==> config.mk <==
export PLATFORM = sky130hd
export DESIGN_NAME = mips_instr_rom_harness
export DESIGN_NICKNAME = d
export VERILOG_FILES = /design/src/rtl/mips_tb_pkg.sv /design/src/rtl/mips_run_monitor.sv /design/src/rtl/mips_instr_rom_harness.sv
export SDC_FILE = /design/constraint.sdc
export NUM_CORES = 2
export LEC_CHECK = 0
export CORE_UTILIZATION = 45
export DETAILED_ROUTE_END_ITERATION = 6
export PLACE_DENSITY_LB_ADDON = 0.15
export SYNTH_ARGS = -nofsm -noshare
export SYNTH_HDL_FRONTEND = slang
export SYNTH_SLANG_ARGS = --single-unit
==> constraint.sdc <==
create_clock -name clk -period 10.8 [get_ports clk]
set_input_delay 2.7 -clock clk [delete_from_list [all_inputs] [get_ports clk]]
set_output_delay 2.7 -clock clk [all_outputs]
set_load 0.01 [all_outputs]
==> src/rtl/mips_tb_pkg.sv <==
// rtl/mips_tb_pkg.sv - shared types and helpers for the instruction ROM harness
package mips_tb_pkg;

    localparam logic [31:0] NOP_WORD     = 32'h0000_0000;
    localparam logic [31:0] RESET_VECTOR = 32'hBFC0_0000;

    typedef enum logic {
        READY,
        WAIT
    } fetch_state_t;

    typedef enum logic [1:0] {
        RUN,
        DONE,
        TIMEOUT
    } mon_state_t;

    function automatic logic [31:0] byte_swap32(input logic [31:0] w);
        return {w[7:0], w[15:8], w[23:16], w[31:24]};
    endfunction

endpackage

==> src/rtl/mips_run_monitor.sv <==
// rtl/mips_run_monitor.sv - cycle counter with halt detect and timeout flag
module mips_run_monitor
    import mips_tb_pkg::*;
#(
    parameter logic [31:0] HALT_ADDR      = 32'h0000_0000,
    parameter int          TIMEOUT_CYCLES = 200
) (
    input  logic        clk,
    input  logic        rst_n,
    input  logic [31:0] instr_address,
    input  logic        cpu_active,
    output logic [31:0] cycle_count,
    output logic        done,
    output logic        timeout
);

    localparam logic [31:0] LAST_CYCLE = 32'(TIMEOUT_CYCLES - 1);

    mon_state_t mon_state;

    always_ff @(posedge clk or negedge rst_n) begin
        if (!rst_n) begin
            mon_state   <= RUN;
            cycle_count <= 32'd0;
            done        <= 1'b0;
            timeout     <= 1'b0;
        end else begin
            case (mon_state)
                RUN: begin
                    // Halt wins over timeout; the counter freezes on the terminal edge.
                    if (instr_address == HALT_ADDR && !cpu_active) begin
                        mon_state <= DONE;
                        done      <= 1'b1;
                    end else if (cycle_count == LAST_CYCLE) begin
                        mon_state <= TIMEOUT;
                        timeout   <= 1'b1;
                    end else if (cycle_count != 32'hFFFF_FFFF) begin
                        cycle_count <= cycle_count + 32'd1;
                    end
                end
                DONE:    mon_state <= DONE;
                TIMEOUT: mon_state <= TIMEOUT;
                default: mon_state <= RUN;
            endcase
        end
    end

endmodule

==> src/rtl/mips_instr_rom_harness.sv <==
// rtl/mips_instr_rom_harness.sv - preloadable instruction memory with wait states and run monitor
module mips_instr_rom_harness
    import mips_tb_pkg::*;
#(
    parameter logic [31:0] BASE_ADDR      = RESET_VECTOR,
    parameter int          DEPTH          = 64,
    parameter int          WAIT_STATES    = 0,
    parameter int          BYTE_SWAP      = 1,
    parameter logic [31:0] HALT_ADDR      = 32'h0000_0000,
    parameter int          TIMEOUT_CYCLES = 200
) (
    input  logic                     clk,
    input  logic                     reset,
    input  logic                     load_en,
    input  logic [$clog2(DEPTH)-1:0] load_index,
    input  logic [31:0]              load_word,
    input  logic [31:0]              instr_address,
    input  logic                     cpu_active,
    output logic [31:0]              instr_readdata,
    output logic                     instr_valid,
    output logic                     fault,
    output logic [31:0]              cycle_count,
    output logic                     done,
    output logic                     timeout
);

    localparam int          IW     = $clog2(DEPTH);
    localparam logic [3:0]  WS     = 4'(WAIT_STATES);
    localparam logic [31:0] SPAN   = 32'(4 * DEPTH);

    logic [31:0]   mem [DEPTH];
    logic [31:0]   offset;
    logic          in_range;
    logic [IW-1:0] idx;
    logic [31:0]   word;

    fetch_state_t  fetch_state;
    logic [3:0]    wait_cnt;
    logic [31:0]   last_addr;
    logic          valid_q;

    assign offset   = instr_address - BASE_ADDR;
    assign in_range = (instr_address[1:0] == 2'b00) && (offset < SPAN);
    assign idx      = offset[IW+1:2];
    assign word     = in_range ? mem[idx] : NOP_WORD;

    assign instr_readdata = (BYTE_SWAP != 0) ? byte_swap32(word) : word;

    // Combinational drop on an address change so the CPU never samples stale data.
    assign instr_valid = (WAIT_STATES == 0) ? valid_q
                       : (fetch_state == READY) && (instr_address == last_addr);

    // Array is deliberately left out of reset so preloads survive a reset pulse.
    always_ff @(posedge clk) begin
        if (load_en) begin
            mem[load_index] <= load_word;
        end
    end

    always_ff @(posedge clk or negedge reset) begin
        if (!reset) begin
            fetch_state <= WAIT;
            wait_cnt    <= WS;
            last_addr   <= 32'hFFFF_FFFF;
            valid_q     <= 1'b0;
            fault       <= 1'b0;
        end else begin
            valid_q <= 1'b1;
            if (instr_valid && !in_range && instr_address != HALT_ADDR) begin
                fault <= 1'b1;
            end
            if (instr_address != last_addr) begin
                fetch_state <= WAIT;
                wait_cnt    <= WS;
                last_addr   <= instr_address;
            end else if (fetch_state == WAIT) begin
                if (wait_cnt <= 4'd1) begin
                    fetch_state <= READY;
                end else begin
                    wait_cnt <= wait_cnt - 4'd1;
                end
            end
        end
    end

    mips_run_monitor #(
        .HALT_ADDR      (HALT_ADDR),
        .TIMEOUT_CYCLES (TIMEOUT_CYCLES)
    ) u_monitor (
        .clk           (clk),
        .rst_n         (reset),
        .instr_address (instr_address),
        .cpu_active    (cpu_active),
        .cycle_count   (cycle_count),
        .done          (done),
        .timeout       (timeout)
    );

endmodule

; Word-level counts from Yosys, hierarchy flattened
; Memories as Yosys holds them, arrays and structs flattened.
; Cells that the tools add are included.
; W data, S select, Z words.
[word_totals]
ramBits = 2048
n_memories = 1
input_bits = 74
register_bits = 38
word_cells = 36
out_inout_bits = 68
[memory_table]
columns = name, words, word_bits, read_ports, rd_ports_with_merged_regs, wr, line
row1 = mem, 64, 32, 1, 0, 1, mips_instr_rom_harness.sv:31  ; logic [31:0] mem [DEPTH];
[op_classes]
add_sub_neg = 2
n_eq_ne = 5
bitwise_logic = 2
n_lt_le_gt_ge = 1
n_mux = 6
reduce_logical = 13
[op_table]
columns = operator, n
row1 = $add A32 B1 Y32 const B, 1
row2 = $eq A32 B8 Y1 const B, 1
row3 = $logic_not A32 Y1, 1
row4 = $lt A32 B9 Y1 const B, 1
row5 = $mux W32, 1
row6 = $ne A32 B32 Y1 const B, 1
row7 = $reduce_bool A32 Y1, 1
row8 = $sub A32 B32 Y32 const B, 1
row9 = $pmux W2 S3, 1
row10 = $logic_and A1 B1 Y1, 4
row11 = $logic_not A2 Y1, 2
row12 = $mux W2, 2
row13 = $reduce_and A4 Y1, 1
row14 = $ne A3 B1 Y1 const B, 1
row15 = $reduce_and A3 Y1, 1
row16 = $eq A2 B1 Y1 const B, 1
row17 = $eq A2 B2 Y1 const B, 1
row18 = $logic_not A1 Y1, 2
row19 = $mux W1, 2
row20 = $not A1 Y1, 2
row21 = $reduce_and A2 Y1, 1

; Depth between registers and ports, before layout
[logic_depth]
depth_word = 6
mapped_depth = 10
mapped_depth_nobuf = 7

; By module
; A second synthesis with hierarchy kept.
[unflattened]
cells_unflattened = 3681
hier_area_um2 = 80958.9
[modules_own_cells]
columns = module, area_per_inst_um2, seq_area_each_um2, instances, cells_per_inst
row1 = mips_instr_rom_harness, 79053.3, 61549.0, 1, 3502
row2 = mips_run_monitor, 1905.6, 900.9, 1, 179

; Worst setup path before layout
; Ideal clock, no wire load.
[synth_timing]
path_kind = input to output
from = input instr_address[2]
to = output instr_readdata[0]
required_ns = 8.100
t_arrival_ns = 4.509
cell_stages = 7
slack_ns = 3.591
path_buffers = 3
cell_sequence = buf_2 > clkbuf_1 > buf_2 > mux4_2 > mux2i_1 > o22ai_1 > o2111a_1
[synth_via]
elab_chain_cells = 4
word_cells_on_any_way = 5
classes_between = add/sub: 1 / order compare: 1 / mux: 1 / reduce/logical: 1 / memory: 1
[synth_lines]
columns = item, line
row1 = start: declaration, mips_instr_rom_harness.sv:17  ; input logic [31:0] instr_address,
row2 = $sub A32 B32 Y32 (*), mips_instr_rom_harness.sv:42  ; assign offset = instr_address - BASE_ADDR;
row3 = $lt A32 B9 Y1, mips_instr_rom_harness.sv:43  ; assign in_range = (instr_address[1:0] == 2'b00) && (offset < SPAN);
row4 = $logic_and A1 B1 Y1, mips_instr_rom_harness.sv:43
row5 = $mux W32 (*), mips_instr_rom_harness.sv:45  ; assign word = in_range ? mem[idx] : NOP_WORD;
row6 = end: declaration, mips_instr_rom_harness.sv:19  ; output logic [31:0] instr_readdata,
; Mark *: on every way between the ends. The rest lies on a longest branch, timed or not.

; Final worst setup path
[layout_timing]
from = input instr_address[7]
to = output instr_readdata[28]
; The elaborated chain is that of the path after synthesis.

==> results.cfg <==
[placement]
dp_hpwl_um = 125000
io_buffers = 141
place_ws_ns = 1.00
dp.cells = 5922
gp_congestion = 0.930

[logic_synthesis]
ys_ff_latch = 2086
ys_warn_count = 0
netlist_area_um2 = 79700
ys.flop_type = edfxtp_1
synth_edf_count = 2048
synthCells = 3473
synth-async-reset-ratio_pct = 1.82
synth_cell_type_count = 46
syn_nets = 3548
avgSynthCellArea_um2 = 22.9
seq_area_frac_synth_pct = 78.4

[die]
rows = 154
dieArea_um2 = 179000
dieHeight_um = 423
start_util_pct = 45.3
die_x_um = 423
core_area_um2 = 176000
io_pins = 142

[power_and_ir_drop]
clock_power_share_pct = 41.8
powerDensity_nw_per_um2 = 183
intPower_mw = 13.2
p_comb_share_pct = 4.9
p_switching_mw = 3.64
irDropWorstVdd_v = 0.000148
power_leakage_nw = 28.6
power_frac_seq_pct = 53.3
swShare_pct = 21.7

[routing]
vias = 38700
routedWlPerCell_um = 34.5
route.detailed.drc = 0
routed_wl_um = 218000
drt_pre_antenna_iters = 6
ant_nets = 0
drt_iter0_drc = 4744
vias_per_cell = 6.12

[setup_path]
r2r_end = u_monitor.cycle_count[1]$_DFFE_PN0P_
r2r_cells = 7
critPathTopFamily = simple AND/OR/NAND/NOR gates
critPathMaxStageDelay_ns = 0.96
cp_max_fo = 17
cp.arrival_ns = 7.16
reg2reg_slack_ns = 8.19
worstPathCellList = clkdlybuf4s50_1 -> nor2_1 -> and2_1 -> nand2b_1 -> o22ai_1 -> nor2_1 -> o2111a_1 -> clkdlybuf4s50_1
cp-end-kind = primary output
worstReg2RegStart = u_monitor.cycle_count[0]$_DFFE_PN0P_
crit_required_ns = 8.10
start_kind = primary input
cp_slowest_cell = and2_1
path_class = in2out
path_buf_inv = 2

[timing]
holdWs_ns = 0.492
timing.final.crit_share_pct = 91.3
relSlewSlack_pct = 11.9
hold_violations = 0
rsz0062_at_grt = no
fin_worst_skew_ns = 0.0109
max_freq_mhz = 101
fin_ws_ns = 0.944
tightest_slew_ns = 1.32
fin_tns_setup_ns = 0
finalMaxSlewViolations = 0
finalSetupViolCount = 0
finalCriticalPeriod_ns = 9.86

[flow_run]
cap_violations = 0

[global_route]
use_met1_pct = 35.2
grt_use_met2_pct = 37.4
track_usage_pct = 24.4
grt_use_met3_pct = 4.30
busiest_layer = met2
grt_max_degree = 77
grt_pass1_vias = 37600
grt_overflow = 0
antenna_found_initial = 18
grt_pass1_wl_um = 304000

[layout]
drive_above_1_share_pct = 27.1
mostFrequentLayoutCell = edfxtp_1
fin_nets = 3869
layout_common_cells = 2048 x edfxtp_1, 512 x mux4_2, 213 x clkbuf_16
instances_no_fill = 6314
syn2layout_area_growth_pct = 14.9

[clocking]
cts_inserted_buffers = 210
postCtsResizedCells = 0
clk_pin_slew_worst_paths_ns = 0.06
clk_path_buf_depth = 3
htreeDepth = 4
clkLatencyLatePin_ns = 0.83
cts_hold_buf = 0
clock-sinks = 2086
cts_root_buffer = clkbuf_16
post_cts_buffers = 0
cts_tree = built

[status]
status = finished clean

[worst_hold_path]
min_from = u_monitor.mon_state[0]$_DFFE_PN0P_
hp-class = reg2reg
worst_hold_path.num_cells = 1
hold_path_end = u_monitor.mon_state[1]$_DFFE_PN0P_
## flip-flops by register name, indices dropped and copies added, names as in the netlist
signal and count:
mem 2048, u_monitor.cycle_count 32, u_monitor.mon_state 2, fault 1, instr_valid 1, u_monitor.done 1, u_monitor.timeout 1
## routing by layer
layer	wire length, um	vias up	part of all wire [%]
li1	-	15600	-
met1	90800	21100	42
met2	102000	1683	47
met3	16400	342	7.5
met4	8660	0	4.0
met5	0	-	0
## metrics by stage
stage               total power [mW]  utilization, %  instance area [um2]
floorplan                       9.52               -                79700
global placement                9.95            48.3                85000
detailed placement              9.95            48.3                85000
CTS                             16.9            52.0                91600
global route                    17.2            52.0                91600
finish                          16.8            52.1                91600
## power groups by stage
stage / clock network [mW] / registers [mW] / logic (mW)
3_5_place_dp: 0 / 9.13 / 0.825
3_3_place_gp: 0 / 9.12 / 0.821
5_1_grt: 7.42 / 8.96 / 0.857
6_report: 7.02 / 8.96 / 0.821
4_1_cts: 7.13 / 8.96 / 0.826
2_1_floorplan: 0 / 9.12 / 0.399
## logic make-up after synthesis
| kind of cell | count (synthesis) | share of synthesized area, % |
|---|---|---|
| multiplexers | 673 | 16.5 |
| AO/OA/AOI/OAI | 232 | 2.12 |
| AND/OR/NAND/NOR | 261 | 1.65 |
| XOR/XNOR | 29 | 0.319 |
| flip-flops | 2086 | 78.4 |
| adder cells (fa/ha/maj) | 1 | 0.0157 |
| other | 1 | 0.00471 |
| buffers and inverters | 190 | 1.02 |
## cell type report
type                            instances  area [um2]
Clock inverter                        128        1090
Sequential cell                      2086       62400
Multi-Input combinational cell       1197       16900
Antenna cell                            8        20.0
Timing Repair Buffer                  294        2640
Clock buffer                          256        5500
Fill cell                           13600       84300
Inverter                                5        18.8
Tap cell                             2340        2930
## worst max-delay path by stage
stage                           from                 end  slack [ns]  depth (start not counted)
detailed placement  instr_address[7]  instr_readdata[28]        1.00                          8
global route        instr_address[7]  instr_readdata[28]        0.80                          8
floorplan           instr_address[2]   instr_readdata[0]        3.59                          7
global placement    instr_address[7]  instr_readdata[28]        1.03                          8
CTS                 instr_address[7]  instr_readdata[28]        0.99                          8
finish              instr_address[7]  instr_readdata[28]        0.94                          8
## synthesized netlist by cell type, drive strengths merged (5+ instances only)
cell	number	share of area, %
nand2	26	0.12
a211oi	34	0.32
inv	5	0.024
nor3	9	0.057
and4	6	0.066
mux4	512	14
buf	103	0.61
mux2	6	0.089
xor2	5	0.055
nor2b	9	0.071
nand3	23	0.14
nor2	112	0.53
clkbuf	82	0.39
xnor2	24	0.26
edfxtp	2048	77
nand2b	7	0.055
nand4	22	0.17
mux2i	155	1.9
o2111a	31	0.44
and3	9	0.071
dfrtp	38	1.2
a22oi	31	0.29
and2	7	0.055
nor4	17	0.16
o22ai	125	0.98
Note: power is estimated with default switching activity, not from simulation.
